**config.mk**
```make
export PLATFORM = sky130hd
export DESIGN_NAME = mult_div_seq_flat
export DESIGN_NICKNAME = d
export VERILOG_FILES = /design/src/rtl/mult_div_seq_pkg.sv /design/src/rtl/mult_div_seq_if.sv /design/src/rtl/mult_div_seq_div_step.sv /design/src/rtl/mult_div_seq.sv /design/src/flat_wrapper.sv
export SDC_FILE = /design/constraint.sdc
export NUM_CORES = 1
export LEC_CHECK = 0
export BUFFER_PORTS_ARGS = -buffer_cell sky130_fd_sc_hd__buf_2
export CAP_MARGIN = 20
export CORE_UTILIZATION = 40
export CTS_CLUSTER_SIZE = 12
export DETAILED_ROUTE_END_ITERATION = 10
export GPL_ROUTABILITY_DRIVEN = 0
export GPL_TIMING_DRIVEN = 1
export PLACE_DENSITY = 0.64
export SLEW_MARGIN = 20
export SYNTH_ARGS = -nofsm -noshare
export SYNTH_HDL_FRONTEND = slang
export SYNTH_SLANG_ARGS = --single-unit
export TNS_END_PERCENT = 20
```
**constraint.sdc**
```tcl
create_clock -name clk -period 6.65 [get_ports clk]
set_clock_uncertainty 0.15 [all_clocks]
set_input_delay 0.3325 -clock clk [delete_from_list [all_inputs] [get_ports clk]]
set_output_delay 0.3325 -clock clk [all_outputs]
set_load 0.03 [all_outputs]
```
**src/rtl/mult_div_seq_pkg.sv**
```systemverilog
// Shared types and helpers for the iterative multiply/divide unit.
package mult_div_pkg;

  typedef enum logic [1:0] {IDLE, CALC, FIX} state_e;
  typedef enum logic {OP_MULT, OP_DIV} op_e;

  // Width of the CALC iteration counter; never collapses to zero bits.
  function automatic int cnt_width(input int iter);
    return (iter > 1) ? $clog2(iter) : 1;
  endfunction

endpackage

```
**src/rtl/mult_div_seq_if.sv**
```systemverilog
// Control/operand/result bundle between the CPU control unit and mult_div_seq.
interface mult_div_seq_if #(parameter int WIDTH = 32);
  logic             mult_init;
  logic             div_init;
  logic             op_signed;
  logic [WIDTH-1:0] a_in;
  logic [WIDTH-1:0] b_in;
  logic [WIDTH-1:0] hi_out;
  logic [WIDTH-1:0] lo_out;
  logic             mult_stop;
  logic             div_stop;
  logic             div_zero;
  logic             busy;

  modport master (
    output mult_init, div_init, op_signed, a_in, b_in,
    input  hi_out, lo_out, mult_stop, div_stop, div_zero, busy
  );

  modport slave (
    input  mult_init, div_init, op_signed, a_in, b_in,
    output hi_out, lo_out, mult_stop, div_stop, div_zero, busy
  );
endinterface

```
**src/rtl/mult_div_seq_div_step.sv**
```systemverilog
// One combinational restoring-division step: shift in a dividend bit, trial-subtract.
module div_step #(
  parameter int WIDTH = 32
) (
  input  logic [WIDTH-1:0] i_rem,
  input  logic [WIDTH-1:0] i_div,
  input  logic             i_bit,
  output logic [WIDTH-1:0] o_rem,
  output logic             o_qbit
);
  logic [WIDTH:0] w_sh;
  logic [WIDTH:0] w_diff;

  assign w_sh   = {i_rem, i_bit};
  assign w_diff = w_sh - {1'b0, i_div};
  // Remainder stays below the divisor, so a clear MSB of the difference means no borrow.
  assign o_qbit = ~w_diff[WIDTH];
  assign o_rem  = o_qbit ? w_diff[WIDTH-1:0] : w_sh[WIDTH-1:0];
endmodule

```
**src/rtl/mult_div_seq.sv**
```systemverilog
// Iterative signed/unsigned multiply and restoring divide, BITS_PER_CYCLE bits per clock.
module mult_div_seq
  import mult_div_pkg::*;
#(
  parameter int WIDTH          = 32,
  parameter int BITS_PER_CYCLE = 1
) (
  input logic           clk,
  input logic           reset_in,
  mult_div_seq_if.slave bus
);
  localparam int ITER = WIDTH / BITS_PER_CYCLE;
  localparam int CW   = cnt_width(ITER);

  generate
    if (WIDTH % BITS_PER_CYCLE != 0) begin : g_bad_bpc
      $error("BITS_PER_CYCLE must divide WIDTH");
    end
  endgenerate

  state_e               r_state, w_state_nxt;
  op_e                  r_op, w_start_op;
  logic [CW-1:0]        r_cnt;
  logic [2*WIDTH-1:0]   r_acc;
  logic [WIDTH-1:0]     r_mb;
  logic                 r_neg_res, r_neg_rem;
  logic [WIDTH-1:0]     r_hi, r_lo;
  logic                 r_mult_stop, r_div_stop, r_div_zero;
  logic                 w_start, w_zero, w_last;
  logic [WIDTH-1:0]     w_a_mag, w_b_mag;
  logic [2*WIDTH-1:0]   w_mul_acc;
  logic [WIDTH:0]       w_sum;
  logic [2*WIDTH-1:0]   w_prod;
  logic [WIDTH-1:0]     w_quot, w_rmd;
  logic [BITS_PER_CYCLE:0][WIDTH-1:0] w_rem, w_quo;

  assign w_a_mag = (bus.op_signed && bus.a_in[WIDTH-1]) ? -bus.a_in : bus.a_in;
  assign w_b_mag = (bus.op_signed && bus.b_in[WIDTH-1]) ? -bus.b_in : bus.b_in;
  assign w_last  = (r_cnt == CW'(ITER - 1));

  always_comb begin
    w_state_nxt = r_state;
    w_start     = 1'b0;
    w_start_op  = OP_MULT;
    w_zero      = 1'b0;
    case (r_state)
      IDLE: begin
        if (bus.mult_init) begin
          w_start     = 1'b1;
          w_state_nxt = CALC;
        end else if (bus.div_init) begin
          if (bus.b_in == '0) begin
            w_zero = 1'b1;
          end else begin
            w_start     = 1'b1;
            w_start_op  = OP_DIV;
            w_state_nxt = CALC;
          end
        end
      end
      CALC:    if (w_last) w_state_nxt = FIX;
      FIX:     w_state_nxt = IDLE;
      default: w_state_nxt = IDLE;
    endcase
  end

  // Shift-add multiply: acc = {partial product, remaining multiplier bits}.
  always_comb begin
    w_mul_acc = r_acc;
    w_sum     = '0;
    for (int j = 0; j < BITS_PER_CYCLE; j++) begin
      w_sum     = {1'b0, w_mul_acc[2*WIDTH-1:WIDTH]} + (w_mul_acc[0] ? {1'b0, r_mb} : '0);
      w_mul_acc = {w_sum, w_mul_acc[WIDTH-1:1]};
    end
  end

  assign w_rem[0] = r_acc[2*WIDTH-1:WIDTH];
  assign w_quo[0] = r_acc[WIDTH-1:0];

  generate
    for (genvar g = 0; g < BITS_PER_CYCLE; g++) begin : g_div
      logic w_qbit;
      div_step #(.WIDTH(WIDTH)) u_step (
        .i_rem  (w_rem[g]),
        .i_div  (r_mb),
        .i_bit  (w_quo[g][WIDTH-1]),
        .o_rem  (w_rem[g+1]),
        .o_qbit (w_qbit)
      );
      assign w_quo[g+1] = {w_quo[g][WIDTH-2:0], w_qbit};
    end
  endgenerate

  assign w_prod = r_neg_res ? -r_acc : r_acc;
  assign w_quot = r_neg_res ? -r_acc[WIDTH-1:0] : r_acc[WIDTH-1:0];
  assign w_rmd  = r_neg_rem ? -r_acc[2*WIDTH-1:WIDTH] : r_acc[2*WIDTH-1:WIDTH];

  always_ff @(posedge clk or posedge reset_in) begin
    if (reset_in) begin
      r_state     <= IDLE;
      r_op        <= OP_MULT;
      r_cnt       <= '0;
      r_acc       <= '0;
      r_mb        <= '0;
      r_neg_res   <= 1'b0;
      r_neg_rem   <= 1'b0;
      r_hi        <= '0;
      r_lo        <= '0;
      r_mult_stop <= 1'b0;
      r_div_stop  <= 1'b0;
      r_div_zero  <= 1'b0;
    end else begin
      r_state     <= w_state_nxt;
      r_mult_stop <= 1'b0;
      r_div_stop  <= 1'b0;
      r_div_zero  <= w_zero;
      case (r_state)
        IDLE: begin
          if (w_start) begin
            r_op      <= w_start_op;
            r_cnt     <= '0;
            r_acc     <= {{WIDTH{1'b0}}, (w_start_op == OP_MULT) ? w_b_mag : w_a_mag};
            r_mb      <= (w_start_op == OP_MULT) ? w_a_mag : w_b_mag;
            r_neg_res <= bus.op_signed & (bus.a_in[WIDTH-1] ^ bus.b_in[WIDTH-1]);
            r_neg_rem <= bus.op_signed & bus.a_in[WIDTH-1];
          end
        end
        CALC: begin
          r_acc <= (r_op == OP_MULT) ? w_mul_acc
                                     : {w_rem[BITS_PER_CYCLE], w_quo[BITS_PER_CYCLE]};
          r_cnt <= r_cnt + CW'(1);
        end
        FIX: begin
          if (r_op == OP_MULT) begin
            {r_hi, r_lo} <= w_prod;
            r_mult_stop  <= 1'b1;
          end else begin
            r_hi       <= w_rmd;
            r_lo       <= w_quot;
            r_div_stop <= 1'b1;
          end
        end
        default: ;
      endcase
    end
  end

  assign bus.hi_out    = r_hi;
  assign bus.lo_out    = r_lo;
  assign bus.mult_stop = r_mult_stop;
  assign bus.div_stop  = r_div_stop;
  assign bus.div_zero  = r_div_zero;
  assign bus.busy      = (r_state != IDLE);
endmodule

```
**src/flat_wrapper.sv**
```systemverilog
// flat-port wrapper written by rule: the top's interface ports become plain ports
module mult_div_seq_flat import mult_div_pkg::*;
#(
  parameter int WIDTH          = 32,
  parameter int BITS_PER_CYCLE = 1
)
  (clk, reset_in, bus_mult_init, bus_div_init, bus_op_signed, bus_a_in, bus_b_in, bus_hi_out, bus_lo_out, bus_mult_stop, bus_div_stop, bus_div_zero, bus_busy);
  mult_div_seq_if #(.WIDTH(WIDTH)) bus_i ();
  input logic clk;
  input logic reset_in;
  input wire logic [$bits(bus_i.mult_init)-1:0] bus_mult_init;
  input wire logic [$bits(bus_i.div_init)-1:0] bus_div_init;
  input wire logic [$bits(bus_i.op_signed)-1:0] bus_op_signed;
  input wire logic [$bits(bus_i.a_in)-1:0] bus_a_in;
  input wire logic [$bits(bus_i.b_in)-1:0] bus_b_in;
  output wire logic [$bits(bus_i.hi_out)-1:0] bus_hi_out;
  output wire logic [$bits(bus_i.lo_out)-1:0] bus_lo_out;
  output wire logic [$bits(bus_i.mult_stop)-1:0] bus_mult_stop;
  output wire logic [$bits(bus_i.div_stop)-1:0] bus_div_stop;
  output wire logic [$bits(bus_i.div_zero)-1:0] bus_div_zero;
  output wire logic [$bits(bus_i.busy)-1:0] bus_busy;
  assign bus_i.mult_init = bus_mult_init;
  assign bus_i.div_init = bus_div_init;
  assign bus_i.op_signed = bus_op_signed;
  assign bus_i.a_in = bus_a_in;
  assign bus_i.b_in = bus_b_in;
  assign bus_hi_out = bus_i.hi_out;
  assign bus_lo_out = bus_i.lo_out;
  assign bus_mult_stop = bus_i.mult_stop;
  assign bus_div_stop = bus_i.div_stop;
  assign bus_div_zero = bus_i.div_zero;
  assign bus_busy = bus_i.busy;
  mult_div_seq #(.WIDTH(WIDTH), .BITS_PER_CYCLE(BITS_PER_CYCLE)) u_core (.clk(clk), .reset_in(reset_in), .bus(bus_i));
endmodule
```
## Word-level counts from Yosys, hierarchy flattened

Index checks and enable logic that the tools add are counted.

- Bits in registers: 173
- Latch bits: 0
- Bits in writable memories: 0
- ROM bits: 0
- Input bits: 69
- Output and inout port bits: 68
- Word-level logic and storage cells: 75
- Memories kept: 0

- $add $sub $neg: 8
- Multipliers: 0
- Div/mod/pow operators: 0
- Magnitude comparators: 0
- Eq/ne operators: 7
- Shifts and indexed selects: 0
- Mux-type cells: 35
- Bitwise logic cells: 4
- Reductions and logical operators: 9

Operator list:

| cell | number |
|---|---|
| $mux 32 | 10 |
| $mux 64 | 3 |
| $neg 32->32 | 4 |
| $pmux 64 s2 | 1 |
| $neg 64->64 | 1 |
| $add 32x33->33 | 1 |
| $sub 33x32->33 | 1 |
| $logic_not 32->1 | 1 |
| $mux 1 | 14 |
| $pmux 5 s2 | 1 |
| $mux 2 | 4 |
| $ne 3x3->1 const B | 2 |
| $add 5x1->5 const B | 1 |
| $eq 5x5->1 const B | 1 |
| $mux 5 | 1 |
| $ne 2x1->1 const B | 2 |
| $pmux 2 s2 | 1 |
| $reduce_and 2->1 | 2 |
| $reduce_bool 2->1 | 2 |
| $reduce_and 3->1 | 1 |
| $and 1x1->1 | 2 |
| $eq 2x1->1 const B | 1 |
| $eq 2x2->1 const B | 1 |
| $logic_and 1x1->1 | 2 |
| 3 further kinds | 3 |

## Longest topological paths before layout

Gate-level depths: netlist of the first run.

- Depth after elaboration: 8
- Gate-level depth with buffers: 13
- Mapped depth without buffers: 13

## Modules after synthesis

Synthesis of the first run repeated with hierarchy kept, for this count alone.

- Cell total of the unflattened synthesis: 1839
- Area total of the unflattened synthesis: 14757.9 µm²

By module, submodules not included:

| module | instances | cells an instance | area an instance (µm²) | seq. area each (µm²) |
|---|---|---|---|---|
| mult_div_seq | 1 | 1534 | 12399.4 | 4329.2 |
| div_step | 1 | 305 | 2358.5 | 0.0 |

## Worst setup path after synthesis of the first run

No wires, ideal clock.

- Path type: flip-flop to flip-flop
- From: reg u_core.r_acc[0]
- To: reg u_core.r_acc[61]
- Library setup time: 135 ps
- Arrival: 3090 ps
- Required time: 6365 ps
- Slack: 3275 ps
- Cell stages (with the launch flop): 14
- Path buffers: 1
- Period minus slack after synthesis: 3375 ps
- Cell sequence: dfrtp_1 > inv_1 > buf_1 > nor2_1 > ha_1 > a21o_1 > or3_1 > o21ai_0 > o21ai_1 > a211oi_1 > o211ai_1 > a41oi_1 > xor2_1 > o211ai_1

- Longest elaborated chain between the ends: 4

RTL lines:

| item | line | RTL |
|---|---|---|
| from (decl) | mult_div_seq.sv:24 | `logic [2*WIDTH-1:0] r_acc;` |
| from (signal assigned) | mult_div_seq.sv:122 | `r_acc <= {{WIDTH{1'b0}}, (w_start_op == OP_MULT) ? w_b_mag : w_a_mag};` |
| from (signal assigned) | mult_div_seq.sv:129 | `r_acc <= (r_op == OP_MULT) ? w_mul_acc` |
| $mux 32 | mult_div_seq.sv:72 | `w_sum = {1'b0, w_mul_acc[2*WIDTH-1:WIDTH]} + (w_mul_acc[0] ? {1'b0, r_mb} : '0);` |
| $add 32x33->33 | mult_div_seq.sv:72 |  |
| $mux 64 | mult_div_seq.sv:129 |  |
| $pmux 64 s2 | mult_div_seq.sv:117 | `case (r_state)` |

Every way passes these cells.
A chain may end at the register's enable or synchronous reset.

## Worst setup path after layout of the first run

- From: reg u_core.r_acc[0]
- To: reg u_core.r_hi[4], in the netlist u_core.bus.hi_out[4]

- Longest elaborated chain between the ends: 3

RTL lines:

| item | line | RTL |
|---|---|---|
| $neg 64->64 | mult_div_seq.sv:94 | `assign w_prod = r_neg_res ? -r_acc : r_acc;` |
| $mux 64 | mult_div_seq.sv:94 |  |
| $mux 32 | mult_div_seq.sv:134 | `if (r_op == OP_MULT) begin` |
| to (signal assigned) | mult_div_seq.sv:135 | `{r_hi, r_lo} <= w_prod;` |
| to (signal assigned) | mult_div_seq.sv:138 | `r_hi <= w_rmd;` |
| to (decl) | mult_div_seq.sv:27 | `logic [WIDTH-1:0] r_hi, r_lo;` |

Every way passes these cells.

==> flow_summary_export.csv, run 1 <==
group,metric,value,unit
yosys,netlist.area_leader.share,30.5,%
yosys,synth_edf_count,0,
routing,drtIter0Drc,1253,
layout,final_core_util,45.7,%
routing,ant_nets,0,
yosys,netlist_instances,1760,
hold_path,hp-class,"in -> reg",
worst_setup_path,crit_path_start_kind,"flip-flop",
global_route,antenna_found_initial,2,
yosys,synth_ff_type,"dfrtp_1",
yosys,async_flop_share,100,%
die,ios,137,
routing,via_per_inst,5.91,
routing,drc_errors,0,
global_route,grt_pass1_vias,12400,
clock_tree,clock_path_buffers,2,
hold_path,worstHoldStart,"bus_mult_init",
placed_design,port_buffers,136,
hold_path,holdPathStages,2,
placed_design,dpl.cell_count,2263,
clock_tree,cts.sinks,173,
yosys,ys_top_cells_by_count,"nand2_1, o21ai_0, dfrtp_1",
power,p_sw,4680,uW
layout,drive_above_1_share,12.0,%
timing,relSlewSlack,39.1,%
yosys,synth_area,0.0142,sq mm
clock_tree,clkLatencyLatePin,0.44,ns
yosys,synth_most_common_cell,"nand2_1",
routing,wl_per_cell,19.3,microns
worst_setup_path,critPathKind,"reg -> reg",
yosys,yosysSeqAreaShare,30.5,%
global_route,grt_usage,24.3,%
worst_setup_path,worstReg2RegStart,"u_core.r_acc[0]$_DFFE_PP0P_",
timing,setup_tns,0,ns
die,die_area,0.0362,sq mm
worst_setup_path,path_max_fanout,23,
layout,nets,1971,
timing,period_share,62.6,%
timing,rsz0062_at_grt,"false",
power,combPwrFrac,65.8,%
yosys,synth_nets,1901,
worst_setup_path,cp_top_family,"simple AND/OR/NAND/NOR gates",
yosys,syn_avg_cell_area,8.06,sq um
global_route,grt_pass1_wl,69500,microns
clock_tree,clk_pin_slew_worst_paths,0.08,ns
run,max_cap_viol_count,0,
worst_setup_path,end_kind,"flip-flop",
yosys,synth_cell_types,73,
timing,maxSlewViolCount,0,
worst_setup_path,crit_start,"u_core.r_acc[0]$_DFFE_PP0P_",
worst_setup_path,reg2reg_depth,10,
die,rows,68,
die,start_util,40.9,%
yosys,synth_area_leader_cell,"dfrtp_1",
power,p_total,9180,uW
global_route,grt_overflow,0,
routing,wl,44300,microns
power,ir_worst_vdd,0.000283,V
timing,worst_slew_pin_slew,0.914,ns
placed_design,place_hpwl,33700,microns
die,core-area,0.0347,sq mm
global_route,grt_max_degree,131,
die,fp.dieH,190,microns
hold_path,hold_path_end,"u_core.r_mb[30]$_DFFE_PP0P_",
layout,final_cells,2299,
timing,setup_viol,0,
power,pwr-share-clk,11.4,%
yosys,yosys_warnings,0,
worst_setup_path,crit_buf_inv,2,
worst_setup_path,rrSetupSlack,2.48,ns
power,intPower,4500,uW
power,p_sw_share,51.0,%
timing,hold_violations,0,
worst_setup_path,slowest_delay,0.62,ns
worst_setup_path,reg2reg_to,"u_core.bus.hi_out[4]$_DFFE_PP0N_",
worst_setup_path,cp.arrival,4.30,ns
clock_tree,cts_tree,"built",
clock_tree,cts_root_buffer,"clkbuf_16",
clock_tree,cts_max_level,4,
power,seqPwrFrac,22.8,%
routing,drtPass1Iterations,6,
outcome,status,"completed",
worst_setup_path,crit_path_top_delay_cell,"or4_1",
power,p_leak,0.00687,uW
die,die_w,190,microns
timing,fmax,240,MHz
timing,layout_min_cycle_time,4.17,ns
routing,vias,13600,
worst_setup_path,cp.required,6.79,ns
yosys,synth_area_leaders,"dfrtp_1, o21ai_0, ha_1",
clock_tree,numCtsBuffers,17,
clock_tree,postCtsSetupBuffers,0,
worst_setup_path,cp_cell_sequence,"inv_1 > buf_4 > ha_1 > nand3b_1 > or2_2 > or4_1 > o21ai_2 > a31oi_1 > xnor2_1 > o21ai_1",
power,power.density,579,mW/mm^2
layout,area_delta_synth_final,11.8,%
yosys,ys_seq_elements,173,
-- routing by layer --
| layer | track usage [%] | up-vias | part of all wire, % |
|---|---|---|---|
| met5 | 0 | - | 0 |
| met4 | 8.34 | 0 | 2.8 |
| met3 | 3.46 | 64 | 6.3 |
| met2 | 37.2 | 473 | 44 |
| met1 | 34.9 | 6505 | 47 |
| li1 | - | 6539 | - |
-- layout make-up --
type                       instances  area, sq um
sequential                       173         4330
fill                            3417        18800
clock buffer                      19          443
timing repair buffer             153          835
inverter                          63          244
multi-input combinational       1422         9290
clock inverter                    13          159
antenna                            1         2.50
tap                              455          569
-- power groups by stage --
stage | sequential [uW] | combinational, uW | clock, uW
CTS | 2060 | 5940 | 1060
global placement | 2070 | 5840 | 0
detailed placement | 2080 | 5910 | 0
floorplan | 1970 | 4490 | 0
finish | 2090 | 6040 | 1040
global route | 2140 | 6660 | 1100
-- through the flow --
| step | hold slack [ns] | area [sq um] | worst slack, ns |
|---|---|---|---|
| 2_1_floorplan | 0.300 | 14200 | 1.48 |
| 3_3_place_gp | 0.308 | 15200 | 2.32 |
| 3_5_place_dp | 0.315 | 15200 | 2.27 |
| 4_1_cts | 0.0264 | 15800 | 2.25 |
| 5_1_grt | 0.101 | 15900 | 2.31 |
| 6_report | 0.0921 | 15900 | 2.48 |
-- layout by cell type (no fill, tap or decap), drive strengths merged, types with 19 or more instances in the layout --
cell,synthesis,final
o21ai,196,196
nand2,195,195
dfrtp,173,173
buf,15,152
nor2,148,148
a21oi,119,119
xor2,84,84
xnor2,83,83
ha,70,70
inv,63,67
mux2i,60,60
a211oi,56,56
o211ai,36,36
nor3,33,33
o31ai,28,28
a21o,27,27
or3,25,25
nand2b,21,21
nor4,20,20
clkbuf,87,19
-- worst reg2reg max path, delay by kind of cell (launching register included) --
family                   cells  cell delay, ns
AO/OA/AOI/OAI                3            0.86
XOR/XNOR                     1            0.37
adder cells (fa/ha/maj)      1            0.28
buffers and inverters        2            0.71
flip-flops                   1            0.49
AND/OR/NAND/NOR              3            1.15
-- cell families after synthesis --
family	count (synthesis)	synth area share [%]
compound gates	580	25.9
xor+xnor	167	10.3
fa+ha+maj	72	6.45
buf+inv	165	4.42
flops	173	30.5
mux	63	4.47
simple gates	540	17.9
-- timing repair --
item | in CTS | in global routing
hold buffers | 0 | 1
hold endpoints to repair | 0 | 99
resized for setup | 0 | 0
-- flip-flops by register name, summed over array words and instances, names as in the netlist --
| register | count |
|---|---|
| u_core.r_op | 1 |
| u_core.bus.div_zero | 1 |
| u_core.r_neg_rem | 1 |
| u_core.bus.lo_out | 32 |
| u_core.bus.hi_out | 32 |
| u_core.r_neg_res | 1 |
| u_core.r_cnt | 5 |
| u_core.r_acc | 64 |
| u_core.bus.mult_stop | 1 |
| u_core.bus.div_stop | 1 |
| u_core.r_state | 2 |
| u_core.r_mb | 32 |
-- how the worst max path moves through the flow --
| stage | slack, ns | cells past startpoint | end |
|---|---|---|---|
| 5_1_grt | 2.31 | 10 | u_core.bus.hi_out[4]$_DFFE_PP0N_ |
| 3_5_place_dp | 2.27 | 12 | u_core.r_acc[32]$_DFFE_PP0P_ |
| 2_1_floorplan | 1.48 | 1 | u_core.bus.div_stop$_DFF_PP0_ |
| 6_report | 2.48 | 10 | u_core.bus.hi_out[4]$_DFFE_PP0N_ |
| 3_3_place_gp | 2.32 | 12 | u_core.r_acc[32]$_DFFE_PP0P_ |
| 4_1_cts | 2.25 | 12 | u_core.r_acc[32]$_DFFE_PP0P_ |
Power figures use the tool's default switching activity.
==> run 2: changes to the inputs <==
==> constraint.sdc (replaced) <==
create_clock -name clk -period 4.3 [get_ports clk]
set_clock_uncertainty 0.15 [all_clocks]
set_input_delay 0.215 -clock clk [delete_from_list [all_inputs] [get_ports clk]]
set_output_delay 0.215 -clock clk [all_outputs]
set_load 0.03 [all_outputs]
==> flow_summary_export.csv, run 2 (synthesis gave the netlist of run 1 again) <==
group,metric,value,unit
outcome,status,"completed",
routing,ant_nets,0,
worst_setup_path,slowest_delay,0.43,ns
worst_setup_path,crit_path_frequent_cell,"a21oi_1",
timing,fmax,267,MHz
routing,wl,45100,microns
worst_setup_path,cp.arrival,3.98,ns
routing,drc_errors,0,
placed_design,port_buffers,136,
placed_design,dpl_cell_area,0.0154,sq mm
worst_setup_path,crit_path_top_delay_cell,"dfrtp_1",
timing,period_share,87.3,%
die,core-area,0.0347,sq mm
global_route,grt_usage,25.1,%
power,ir_worst_vdd,0.000401,V
timing,fin_hold_ws,0.0557,ns
timing,setup_tns,0,ns
power,p_total,14400,uW
clock_tree,cts_root_buffer,"clkbuf_16",
layout,area_delta_synth_final,13.5,%
timing,layout_min_cycle_time,3.75,ns
layout,largest_register_ffs,64,
layout,regArea,0.00433,sq mm
worst_setup_path,path_max_fanout,17,
placed_design,place_hpwl,34400,microns
global_route,grt_pass1_vias,12700,
layout,fill_cells,3463,
routing,drtIter0Drc,1224,
clock_tree,cts_tree,"built",
worst_setup_path,crit_path_start_kind,"flip-flop",
timing,setup_viol,0,
routing,vias,13700,
clock_tree,clk_pin_slew_worst_paths,0.09,ns
routing,wl_per_cell,19.4,microns
worst_setup_path,cp_cell_sequence,"inv_1 > ha_1 > fa_1 > nand2b_1 > a21oi_1 > o21a_1 > a41oi_1 > a21oi_1 > o211ai_1 > nand3_2 > buf_4 > mux2_2 > o221ai_1",
layout,multiInputGateArea,0.00928,sq mm
global_route,grt_overflow,0,
hold_path,hp-class,"in -> reg",
timing,rsz0062_at_grt,"false",
die,die_w,190,microns
run,max_cap_viol_count,0,
placed_design,dp_worst_setup_slack,0.614,ns
die,fp.dieH,190,microns
timing,maxSlewViolCount,0,
timing,relSlewSlack,36.0,%
clock_tree,cts_max_level,4,
die,rows,68,
power,p_leak,0.00699,uW
global_route,antenna_found_initial,2,
clock_tree,numCtsBuffers,17,
power,power.density,893,mW/mm^2
routing,drtPass1Iterations,5,
layout,layout_commonest_cell,"nand2_1",
die,ios,137,
clock_tree,clkLatencyLatePin,0.47,ns
clock_tree,cts.sinks,173,
die,start_util,40.9,%
layout,top_register,"u_core.r_acc",
worst_setup_path,end_kind,"flip-flop",
global_route,grt_pass1_wl,71200,microns
hold_path,holdPathStages,3,
global_route,grt_max_degree,174,
layout,n_antenna_cell,0,
timing,worst_slew_pin_slew,0.957,ns
layout,fin_area,0.0161,sq mm
timing,layout_setup_ws,0.548,ns
layout,drive_above_1_share,12.8,%
layout,nets,1997,
worst_setup_path,reg2reg_depth,13,
routing,via_per_inst,5.88,
worst_setup_path,cp.required,4.53,ns
die,die_area,0.0362,sq mm
worst_setup_path,critPathKind,"reg -> reg",
clock_tree,clock_path_buffers,2,
timing,hold_violations,0,
layout,final_cell_mix,"nand2_1, o21ai_0, dfrtp_1",
run 2: worst paths after layout:
path	start	endpoint	slack (ns)
min in group asynchronous	reset_in	u_core.bus.lo_out[15]$_DFFE_PP0N_	0.47
max in group asynchronous	reset_in	u_core.r_op$_DFFE_PP0P_	2.87
setup reg to reg	u_core.r_acc[31]$_DFFE_PP0P_	u_core.r_acc[32]$_DFFE_PP0P_	0.55
setup / recovery	u_core.r_acc[31]$_DFFE_PP0P_	u_core.r_acc[32]$_DFFE_PP0P_	0.55
hold reg to reg	u_core.bus.hi_out[3]$_DFFE_PP0N_	u_core.bus.hi_out[3]$_DFFE_PP0N_	0.32
hold / removal	bus_b_in[0]	u_core.r_acc[0]$_DFFE_PP0P_	0.06
run 2: repair_timing:
action	CTS	global route
resized for setup	0	0
hold buffers	8	0
hold endpoints to repair	161	0
setup buffers	0	0
run 2: critical path, delay by kind of cell (launching register included):
| family | cells | cell delay [ns] |
|---|---|---|
| buf+inv | 2 | 0.41 |
| mux | 1 | 0.38 |
| simple gates | 2 | 0.30 |
| flops | 1 | 0.43 |
| compound gates | 6 | 1.34 |
| fa+ha+maj | 2 | 0.66 |
run 2: area by class of cell:
cell class | count | area share (%)
Clock buffer | 18 | 2.73
Clock inverter | 14 | 1.07
Inverter | 63 | 1.49
Multi-Input combinational cell | 1422 | 57.6
Sequential cell | 173 | 26.9
Tap cell | 455 | 3.53
Timing Repair Buffer | 179 | 6.71
run 2: per-stage QoR:
| step | utilization [%] | std cells |
|---|---|---|
| floorplan | - | 1760 |
| global placement | 44.3 | 2282 |
| detailed placement | 44.3 | 2283 |
| CTS | 46.3 | 2323 |
| global route | 46.4 | 2324 |
| finish | 46.4 | 2324 |
run 2: power breakdown:
group | internal (uW) | switching, uW
Sequential | 2270 | 938
Combinational | 3890 | 5640
Clock | 848 | 789
run 2: per-layer routing:
layer / GRT usage [%] / routed length (microns)
met5: 0 / 11
met4: 10.1 / 1530
met3: 3.70 / 2920
met2: 38.4 / 19900
met1: 35.3 / 20700
